==> src/rtl/alaw_decoder_pkg.sv <==
// Shared A-law field positions and constants for the decoder pipeline.
// Stage-1 bundle carries sign, segment and biased mantissa base.
package alaw_decoder_pkg;

    localparam logic [7:0] ALAW_INV_MASK  = 8'h55;
    localparam int         ALAW_SIGN_BIT  = 7;
    localparam int         ALAW_EXP_MSB   = 6;
    localparam int         ALAW_EXP_LSB   = 4;
    localparam int         ALAW_MANT_MSB  = 3;
    localparam int         ALAW_MANT_LSB  = 0;
    localparam int         ALAW_MAG12_MAX = 4032;
    localparam logic [5:0] ALAW_SEG_BIAS  = 6'd32;

    typedef struct packed {
        logic       sign;
        logic [2:0] exp;
        logic [5:0] base;
    } s1_t;

endpackage

==> src/rtl/alaw_decoder_pipe_reg.sv <==
// Width-parameterised valid/ready register slice; payload only
// updates when a valid word is taken, so it holds while idle.
module alaw_decoder_pipe_reg #(
    parameter int W = 8
) (
    input  logic         clk,
    input  logic         rst,
    input  logic [W-1:0] up_data,
    input  logic         up_valid,
    output logic         up_ready,
    output logic [W-1:0] dn_data,
    output logic         dn_valid,
    input  logic         dn_ready
);

    assign up_ready = !dn_valid || dn_ready;

    always_ff @(posedge clk) begin
        if (rst) begin
            dn_valid <= 1'b0;
            dn_data  <= '0;
        end else if (up_ready) begin
            dn_valid <= up_valid;
            if (up_valid) begin
                dn_data <= up_data;
            end
        end
    end

endmodule

==> src/rtl/alaw_decoder.sv <==
// A-law to linear expander: stage 1 splits the code into fields,
// stage 2 registers the shifted and signed linear sample.
module alaw_decoder
    import alaw_decoder_pkg::*;
#(
    parameter int         DATA_IN_W  = 8,
    parameter int         DATA_OUT_W = 15,
    parameter logic [7:0] INV_MASK   = ALAW_INV_MASK
) (
    input  logic                  clk,
    input  logic                  rst,
    input  logic [DATA_IN_W-1:0]  data_in,
    input  logic                  valid_in,
    output logic                  ready_in,
    output logic [DATA_OUT_W-1:0] data_out,
    output logic                  valid_out,
    input  logic                  ready_out
);

    localparam int MAG_SHIFT = DATA_OUT_W - 13;

    logic [DATA_IN_W-1:0]  code;
    s1_t                   s1_d;
    s1_t                   s1_q;
    logic                  v1;
    logic                  s2_ready;
    logic [11:0]           mag12;
    logic [DATA_OUT_W-1:0] mag;
    logic [DATA_OUT_W-1:0] lin;

    assign code = data_in ^ INV_MASK;

    always_comb begin
        s1_d.sign = code[ALAW_SIGN_BIT];
        s1_d.exp  = code[ALAW_EXP_MSB:ALAW_EXP_LSB];
        s1_d.base = {1'b0, code[ALAW_MANT_MSB:ALAW_MANT_LSB], 1'b1};
        // Non-zero segments carry an implied leading one
        if (s1_d.exp != 3'd0) begin
            s1_d.base = s1_d.base + ALAW_SEG_BIAS;
        end
    end

    alaw_decoder_pipe_reg #(
        .W($bits(s1_t))
    ) u_s1 (
        .clk      (clk),
        .rst      (rst),
        .up_data  (s1_d),
        .up_valid (valid_in),
        .up_ready (ready_in),
        .dn_data  (s1_q),
        .dn_valid (v1),
        .dn_ready (s2_ready)
    );

    always_comb begin
        mag12 = {6'd0, s1_q.base};
        if (s1_q.exp != 3'd0) begin
            mag12 = mag12 << (s1_q.exp - 3'd1);
        end
        mag = {{(DATA_OUT_W-12){1'b0}}, mag12} << MAG_SHIFT;
        lin = s1_q.sign ? mag : -mag;
    end

    alaw_decoder_pipe_reg #(
        .W(DATA_OUT_W)
    ) u_s2 (
        .clk      (clk),
        .rst      (rst),
        .up_data  (lin),
        .up_valid (v1),
        .up_ready (s2_ready),
        .dn_data  (data_out),
        .dn_valid (valid_out),
        .dn_ready (ready_out)
    );

endmodule

==> config.mk <==
export PLATFORM = sky130hd
export DESIGN_NAME = alaw_decoder
export DESIGN_NICKNAME = d
export VERILOG_FILES = /design/src/rtl/alaw_decoder_pkg.sv /design/src/rtl/alaw_decoder_pipe_reg.sv /design/src/rtl/alaw_decoder.sv
export SDC_FILE = /design/constraint.sdc
export NUM_CORES = 1
export LEC_CHECK = 0
export CAP_MARGIN = 20
export CORE_UTILIZATION = 35
export CTS_BUF_LIST = sky130_fd_sc_hd__clkbuf_4 sky130_fd_sc_hd__clkbuf_8
export CTS_CLUSTER_SIZE = 12
export DETAILED_ROUTE_END_ITERATION = 12
export DONT_BUFFER_PORTS = 1
export HOLD_SLACK_MARGIN = 0.1
export SYNTH_ARGS = -nofsm -noshare
export SYNTH_HDL_FRONTEND = slang
export SYNTH_SLANG_ARGS = --single-unit
==> constraint.sdc <==
create_clock -name clk -period 5.5 [get_ports clk]
set_input_delay 0.55 -clock clk [delete_from_list [all_inputs] [get_ports clk]]
set_output_delay 0.55 -clock clk [all_outputs]
set_load 0.05 [all_outputs]
==> impl_metrics.json, run 1 <==
{
  "outcome": "completed",
  "final-max-slew-violation-count": 0,
  "worstSetupStartpointType": "flip-flop",
  "final_core_occ_pct": 37.7,
  "p_switching_w": 0.000217,
  "hp_start": "rst",
  "r2r-end": "u_s2.dn_data[10]",
  "fin_crit_sh_pct": 72.3,
  "placement_rows": 26,
  "ant_nets": 0,
  "timing.hold.ws_ns": 0.341,
  "port_buffers": 0,
  "fp.dieArea_um2": 5790,
  "netlist-cell-type-count": 62,
  "critPathSlowestCell": "dfxtp_1",
  "synth_cells": 254,
  "worst-r2r-setup-slack_ns": 1.52,
  "ys_dominant_reg_cell": "dfxtp_1",
  "clkSlewWorstSetupHoldPaths_ns": 0.09,
  "avgSynthCellArea_um2": 7.57,
  "finalSetupViolCount": 0,
  "grt_remaining_overflow": 0,
  "number_of_standard_cells_in_the_final_layout_excluding_fillers": 309,
  "synth.ff_latch_count": 25,
  "final_common_cell": "nand2_1",
  "internal_power_w": 0.000315,
  "post_drt_via_cell_ratio": 5.82,
  "worstPathMaxFanout": 23,
  "largest_net_degree_at_the_start_of_global_routing": 27,
  "worst_hold_path.endpoint": "u_s2.dn_data[9]",
  "ctsHoldBuffers": 0,
  "floorplan.initialDensity_pct": 36.9,
  "mostFrequentLayoutCells": "nand2_1 (32), nor2_1 (30), dfxtp_1 (25), a21oi_1 (19), a211oi_1 (9)",
  "tritoncts_sink_count": 25,
  "power.static_leakage_nw": 0.677,
  "synth_mux_area_share_pct": 6.32,
  "finalSetupTns_ns": 0,
  "synth.yosys.seq_area_share_pct": 26.0,
  "synthSimpleGateAreaFrac_pct": 28.8,
  "synthesis.area_um2": 1920,
  "first_iter_violations": 141,
  "cts_root_buffer": "clkbuf_8",
  "ctsResizeCount": 0,
  "class_of_the_worst_hold_path": "in2reg",
  "clockBufferDepth": 2,
  "gp_routability_congestion": 0.898,
  "drt-total-wl_um": 4690,
  "die_w_um": 76.1,
  "cts.repair_timing.setup_buffer_count": 0,
  "tightestPinTransition_ns": 0.856,
  "cp-end-kind": "flip-flop",
  "swShare_pct": 40.8,
  "final_nets": 255,
  "via_count": 1798,
  "number_of_buffers_and_inverters_on_the_critical_path": 1,
  "maxCapViolCount": 0,
  "worst_skew_pair.late_latency_ns": 0.27,
  "grt_pass1_wl_um": 8250,
  "seq_power_share_pct": 47.5,
  "place.detailed.hpwl_um": 3440,
  "die-height_um": 76.1,
  "synth_compound_gate_area_share_pct": 28.3,
  "tritoncts_clock_tree": "built",
  "remaining_drc_errors": 0,
  "diodes": 0,
  "final_layout_size_suffix_gt1_share_pct": 6.28,
  "async_sr_flop_fraction_pct": 0,
  "antenna_violations_before_repair": 0,
  "drt-pass1-iter-count": 5,
  "synth-xor-area-share_pct": 1.82,
  "core_area_um2": 5200,
  "timing.slew.headroom_pct": 42.2,
  "crit_chain": "inv_1, ha_1, mux4_2, a2bb2oi_1, o31a_1, nand4_4, or4_1, a31oi_1",
  "synth_fa_ha_area_share_pct": 1.95,
  "r2r_start": "u_s1.dn_data[6]",
  "worst-endpoint-arrival_ns": 4.18,
  "synthesis.yosys.warnings": 0,
  "via_count_of_the_first_global_routing_pass": 1653,
  "finalHoldViolCount": 0,
  "critPathTopFamily": "flip-flops",
  "crit_required_ns": 5.70,
  "finClkSkew_ns": 0.00202,
  "crit_path_largest_cell_delay_ns": 0.81,
  "num_io_pins": 29,
  "wire_per_inst_um": 15.2,
  "post_synthesis_to_final_layout_area_growth_pct": 2.15,
  "path_class": "reg2reg",
  "synth_enable_flop_cells": 0,
  "rsz0062_at_grt": "false",
  "clock.fmax_mhz": 251,
  "h_tree_depth": 1,
  "place_inst": 305,
  "p_comb_share_pct": 31.7,
  "p_per_area_nw_per_um2": 271,
  "power.ir.vdd_worst_mv": 0.143,
  "grt_util_all_layers_pct": 16.9,
  "main_combinational_cell_family_by_area_after_synthesis": "simple AND/OR/NAND/NOR gates",
  "cts-buffers-inserted": 3,
  "setup.worst_path.start": "u_s1.dn_data[6]",
  "final.min_clock_period_ns": 3.98,
  "hold_depth": 1,
  "p_clk_share_pct": 20.7,
  "timing.reg2reg.worst_path_depth": 8
}
-- stage by stage --
| stage | area [um2] | power [W] | setup slack (ns) |
|---|---|---|---|
| 2_1_floorplan | 1930 | 0.000395 | 2.54 |
| 3_3_place_gp | 1920 | 0.000422 | 1.71 |
| 3_5_place_dp | 1920 | 0.000423 | 1.59 |
| 4_1_cts | 1960 | 0.000533 | 1.57 |
| 5_1_grt | 1960 | 0.000566 | 1.15 |
| 6_report | 1960 | 0.000532 | 1.52 |
-- cell usage after synthesis (3+ instances only) --
cell type	n	area, um2
nand2_1	32	120
nand3b_1	3	22.5
xnor2_1	3	26.3
nor3b_1	3	22.5
a21oi_1	19	95.1
a31oi_1	6	37.5
a211oi_1	9	67.6
or3_1	6	37.5
inv_1	4	15.0
nand2b_1	6	37.5
nor3_1	6	30.0
dfxtp_1	25	500
a21o_1	4	30.0
nor2_1	30	113
buf_2	5	25.0
mux2i_1	5	50.1
o31ai_1	3	22.5
clkbuf_1	13	48.8
a22oi_1	4	30.0
o21ai_0	5	25.0
and2_1	3	18.8
ha_1	3	37.5
nand3_1	3	15.0
o21ai_1	4	20.0
nor2b_1	6	37.5
-- area by class of cell --
class | count | area [um2]
Fill cell | 575 | 3240
Multi-Input combinational cell | 204 | 1300
Sequential cell | 25 | 500
Tap cell | 70 | 87.6
Clock buffer | 3 | 41.3
Timing Repair Buffer | 2 | 15.0
Inverter | 4 | 15.0
Clock inverter | 1 | 5.00
-- worst max path at each step --
stage / cells past startpoint / end / slack, ns
after global routing: 8 / u_s2.dn_data[9] / 1.15
after CTS: 8 / u_s2.dn_data[10] / 1.57
after floorplan: 12 / u_s2.dn_data[10] / 2.54
after detailed placement: 8 / u_s2.dn_data[10] / 1.59
final: 8 / u_s2.dn_data[10] / 1.52
after global placement: 8 / u_s2.dn_data[10] / 1.71
-- sequential cells by signal, summed over array words and instances, names as in the netlist --
name / flops
u_s1.dn_data: 10
u_s1.dn_valid: 1
u_s2.dn_data: 13
u_s2.dn_valid: 1
-- per-layer routing --
layer / GRT usage (%) / vias up / wire length (um)
met2: 27.4 / 41 / 2110
li1: - / 903 / -
met3: 3.95 / 2 / 260
met5: 0 / - / 0
met1: 23.9 / 852 / 2290
met4: 0.962 / 0 / 21
-- logic make-up (layout without fill, tap and decap cells) --
kind of cell	Yosys count	after routing
AOI/OAI and AO/OA	78	78
muxes	8	8
other	1	2
xor gates and xnor gates	4	4
DFF	25	25
adders and majority gates	3	3
buffers and inverters	26	10
and+or+nand+nor	109	109
-- power groups by stage --
stage	clock network, W	registers (W)	logic, W
floorplan	0	0.000244	0.000151
global placement	0	0.000256	0.000165
detailed placement	0	0.000257	0.000166
CTS	0.000114	0.000253	0.000166
global route	0.000120	0.000256	0.000190
finish	0.000110	0.000253	0.000169
No activity file was read; power rests on OpenSTA's default activity.
==> inputs of run 2 (changes only) <==
- ABC_AREA: not set -> 1
- clock period: 5.5 -> 3.2 ns (I/O delays scaled with it)
==> impl_metrics.json, run 2 <==
{
  "worst-endpoint-arrival_ns": 2.78,
  "fin_total_pwr_w": 0.000879,
  "post_drt_via_cell_ratio": 4.82,
  "cts_root_buffer": "clkbuf_8",
  "drt-pass1-iter-count": 4,
  "post_synthesis_to_final_layout_area_growth_pct": 4.19,
  "gp_routability_congestion": 0.853,
  "worst-r2r-setup-slack_ns": 0.60,
  "synth.yosys.seq_area_share_pct": 30.0,
  "synth_commonest_cells": "nand2_1 (65), nor2_1 (34), inv_1 (32)",
  "avgSynthCellArea_um2": 6.26,
  "setup.worst_path.start": "u_s1.dn_data[6]",
  "via_count_of_the_first_global_routing_pass": 1433,
  "via_count": 1528,
  "outcome": "completed",
  "finalSetupTns_ns": 0,
  "fin_crit_sh_pct": 81.3,
  "die_w_um": 71.1,
  "grt_remaining_overflow": 0,
  "synthDominantAreaCellType": "dfxtp_1",
  "ctsResizeCount": 0,
  "finalHoldViolCount": 0,
  "cp-end-kind": "flip-flop",
  "place.detailed.hpwl_um": 2660,
  "p_per_area_nw_per_um2": 505,
  "cts.repair_timing.setup_buffer_count": 0,
  "placement_rows": 24,
  "rsz0062_at_grt": "false",
  "r2r_start": "u_s1.dn_data[6]",
  "port_buffers": 0,
  "filler_cell_count": 476,
  "antenna_violations_before_repair": 0,
  "power.static_leakage_nw": 0.894,
  "finClkSkew_ns": 0.00421,
  "synth_enable_flop_cells": 0,
  "path_class": "reg2reg",
  "synth.ff_latch_count": 25,
  "tightestPinTransition_ns": 0.594,
  "die-height_um": 71.1,
  "final.min_clock_period_ns": 2.60,
  "netlist-cell-type-count": 32,
  "final_layout_size_suffix_gt1_share_pct": 15.1,
  "max_flop_register": "u_s2.dn_data",
  "diodes": 0,
  "first_iter_violations": 56,
  "clock.fmax_mhz": 384,
  "final_common_cell": "nand2_1",
  "synth_cells": 267,
  "final-max-slew-violation-count": 0,
  "worst_skew_pair.late_latency_ns": 0.27,
  "largest_net_degree_at_the_start_of_global_routing": 24,
  "grt_pass1_wl_um": 6290,
  "h_tree_depth": 1,
  "crit_required_ns": 3.38,
  "finalSetupViolCount": 0,
  "clkSlewWorstSetupHoldPaths_ns": 0.09,
  "class_of_the_worst_hold_path": "in2reg",
  "fp.dieArea_um2": 5050,
  "ys_dominant_reg_cell": "dfxtp_1",
  "mostFrequentLayoutCells": "nand2_1 (65), nor2_1 (34), inv_1 (32), dfxtp_1 (25), nand3_1 (21)",
  "ant_nets": 0,
  "post-synth-top-count-cell": "nand2_1",
  "final_nets": 281,
  "power.ir.vdd_worst_mv": 0.207,
  "remaining_drc_errors": 0,
  "synthesis.yosys.warnings": 0,
  "async_sr_flop_fraction_pct": 0,
  "drt-total-wl_um": 3580,
  "maxCapViolCount": 0,
  "netlist.area_leader.share_pct": 30.0,
  "timing.slew.headroom_pct": 60.4,
  "num_io_pins": 29,
  "endpoint": "u_s2.dn_data[12]",
  "reg_top3": "u_s2.dn_data x13, u_s1.dn_data x10",
  "clockBufferDepth": 2,
  "synthTopCellsByArea": "dfxtp_1 (30%), nand2_1 (15%), nor2_1 (7.6%)",
  "cts-buffers-inserted": 3,
  "tritoncts_clock_tree": "built",
  "wire_per_inst_um": 11.3,
  "r2r-end": "u_s2.dn_data[12]",
  "number_of_flip_flops_under_the_largest_register_name": 13,
  "timing.reg2reg.worst_path_depth": 17,
  "tritoncts_sink_count": 25,
  "worstPathMaxFanout": 9,
  "grt_util_all_layers_pct": 15.6,
  "ctsHoldBuffers": 1,
  "synthesis.area_um2": 1670,
  "floorplan.initialDensity_pct": 37.3,
  "worstSetupStartpointType": "flip-flop",
  "core_area_um2": 4470
}
[run 2: cell types whose count changed after synthesis, sizes merged, moves of 6 or more]
cell    delta
a211oi     -8
clkbuf    -10
inv       +34
nand2     +52
nand2b     -6
nand3     +18
nor2      +11
nor2b      -6
o21ai     +10
or3        -7
[run 2: final cells by class]
type | instances | area (um2) | share of cell area (%)
multi-input cells | 196 | 958 | 55.1
flip-flops and latches | 25 | 500 | 28.8
inverters | 38 | 150 | 8.63
well taps | 52 | 65.1 | 3.74
clock buffers | 4 | 48.8 | 2.80
repair buffers | 2 | 17.5 | 1.01
[run 2: critical path, stage by stage (launching register included)]
cell	delay (ns)
dfxtp_1	0.55
inv_6	0.09
ha_1	0.40
inv_2	0.16
nor2_1	0.08
nand3_1	0.08
nand2_1	0.05
inv_1	0.10
ha_1	0.20
nand3_1	0.08
nor2_1	0.17
nand3_1	0.14
nand2_1	0.12
nand2_1	0.06
nand2_1	0.05
nand3_1	0.06
nand2_1	0.08
inv_1	0.03
[run 2: how the worst min path moves through the flow]
stage                from               to  depth (start not counted)
6_report       data_in[0]  u_s1.dn_data[1]                          1
5_1_grt        data_in[6]  u_s1.dn_data[8]                          1
4_1_cts        data_in[6]  u_s1.dn_data[8]                          1
3_5_place_dp          rst    u_s2.dn_valid                          1
3_3_place_gp          rst  u_s1.dn_data[0]                          1
2_1_floorplan  data_in[2]  u_s1.dn_data[3]                          1
[run 2: cell families after synthesis]
kind of cell	count (synthesis)	synth area share, %
compound gates	40	13.5
xor+xnor	2	1.05
fa+ha+maj	3	2.25
buf+inv	47	12.9
flops	25	30.0
other cells	1	0.225
simple gates	149	40.1
[run 2: layer usage]
metal,part of all wire [%],track usage (%),routed length [um],up-vias
li1,-,-,-,830
met1,48,19.8,1720,661
met2,46,27.0,1650,32
met3,4.5,2.71,162,5
met4,1.4,4.89,49,0
met5,0,0,0,-
[run 2: power by group]
group / switching [W] / internal [W]
sequential: 0.0000727 / 0.000336
combinational: 0.000179 / 0.0000910
clock: 0.000103 / 0.0000977
[run 2: stage by stage]
step | util (%) | worst slack [ns] | hold WS, ns | std cells | cell area, um2
5_1_grt | 38.9 | 0.276 | 0.111 | 317 | 1740
6_report | 38.9 | 0.598 | 0.123 | 317 | 1740
3_5_place_dp | 37.6 | 0.625 | 0.393 | 312 | 1680
2_1_floorplan | - | 1.05 | 0.409 | 268 | 1670
4_1_cts | 38.9 | 0.616 | 0.117 | 317 | 1740
3_3_place_gp | 37.6 | 0.712 | 0.393 | 312 | 1680
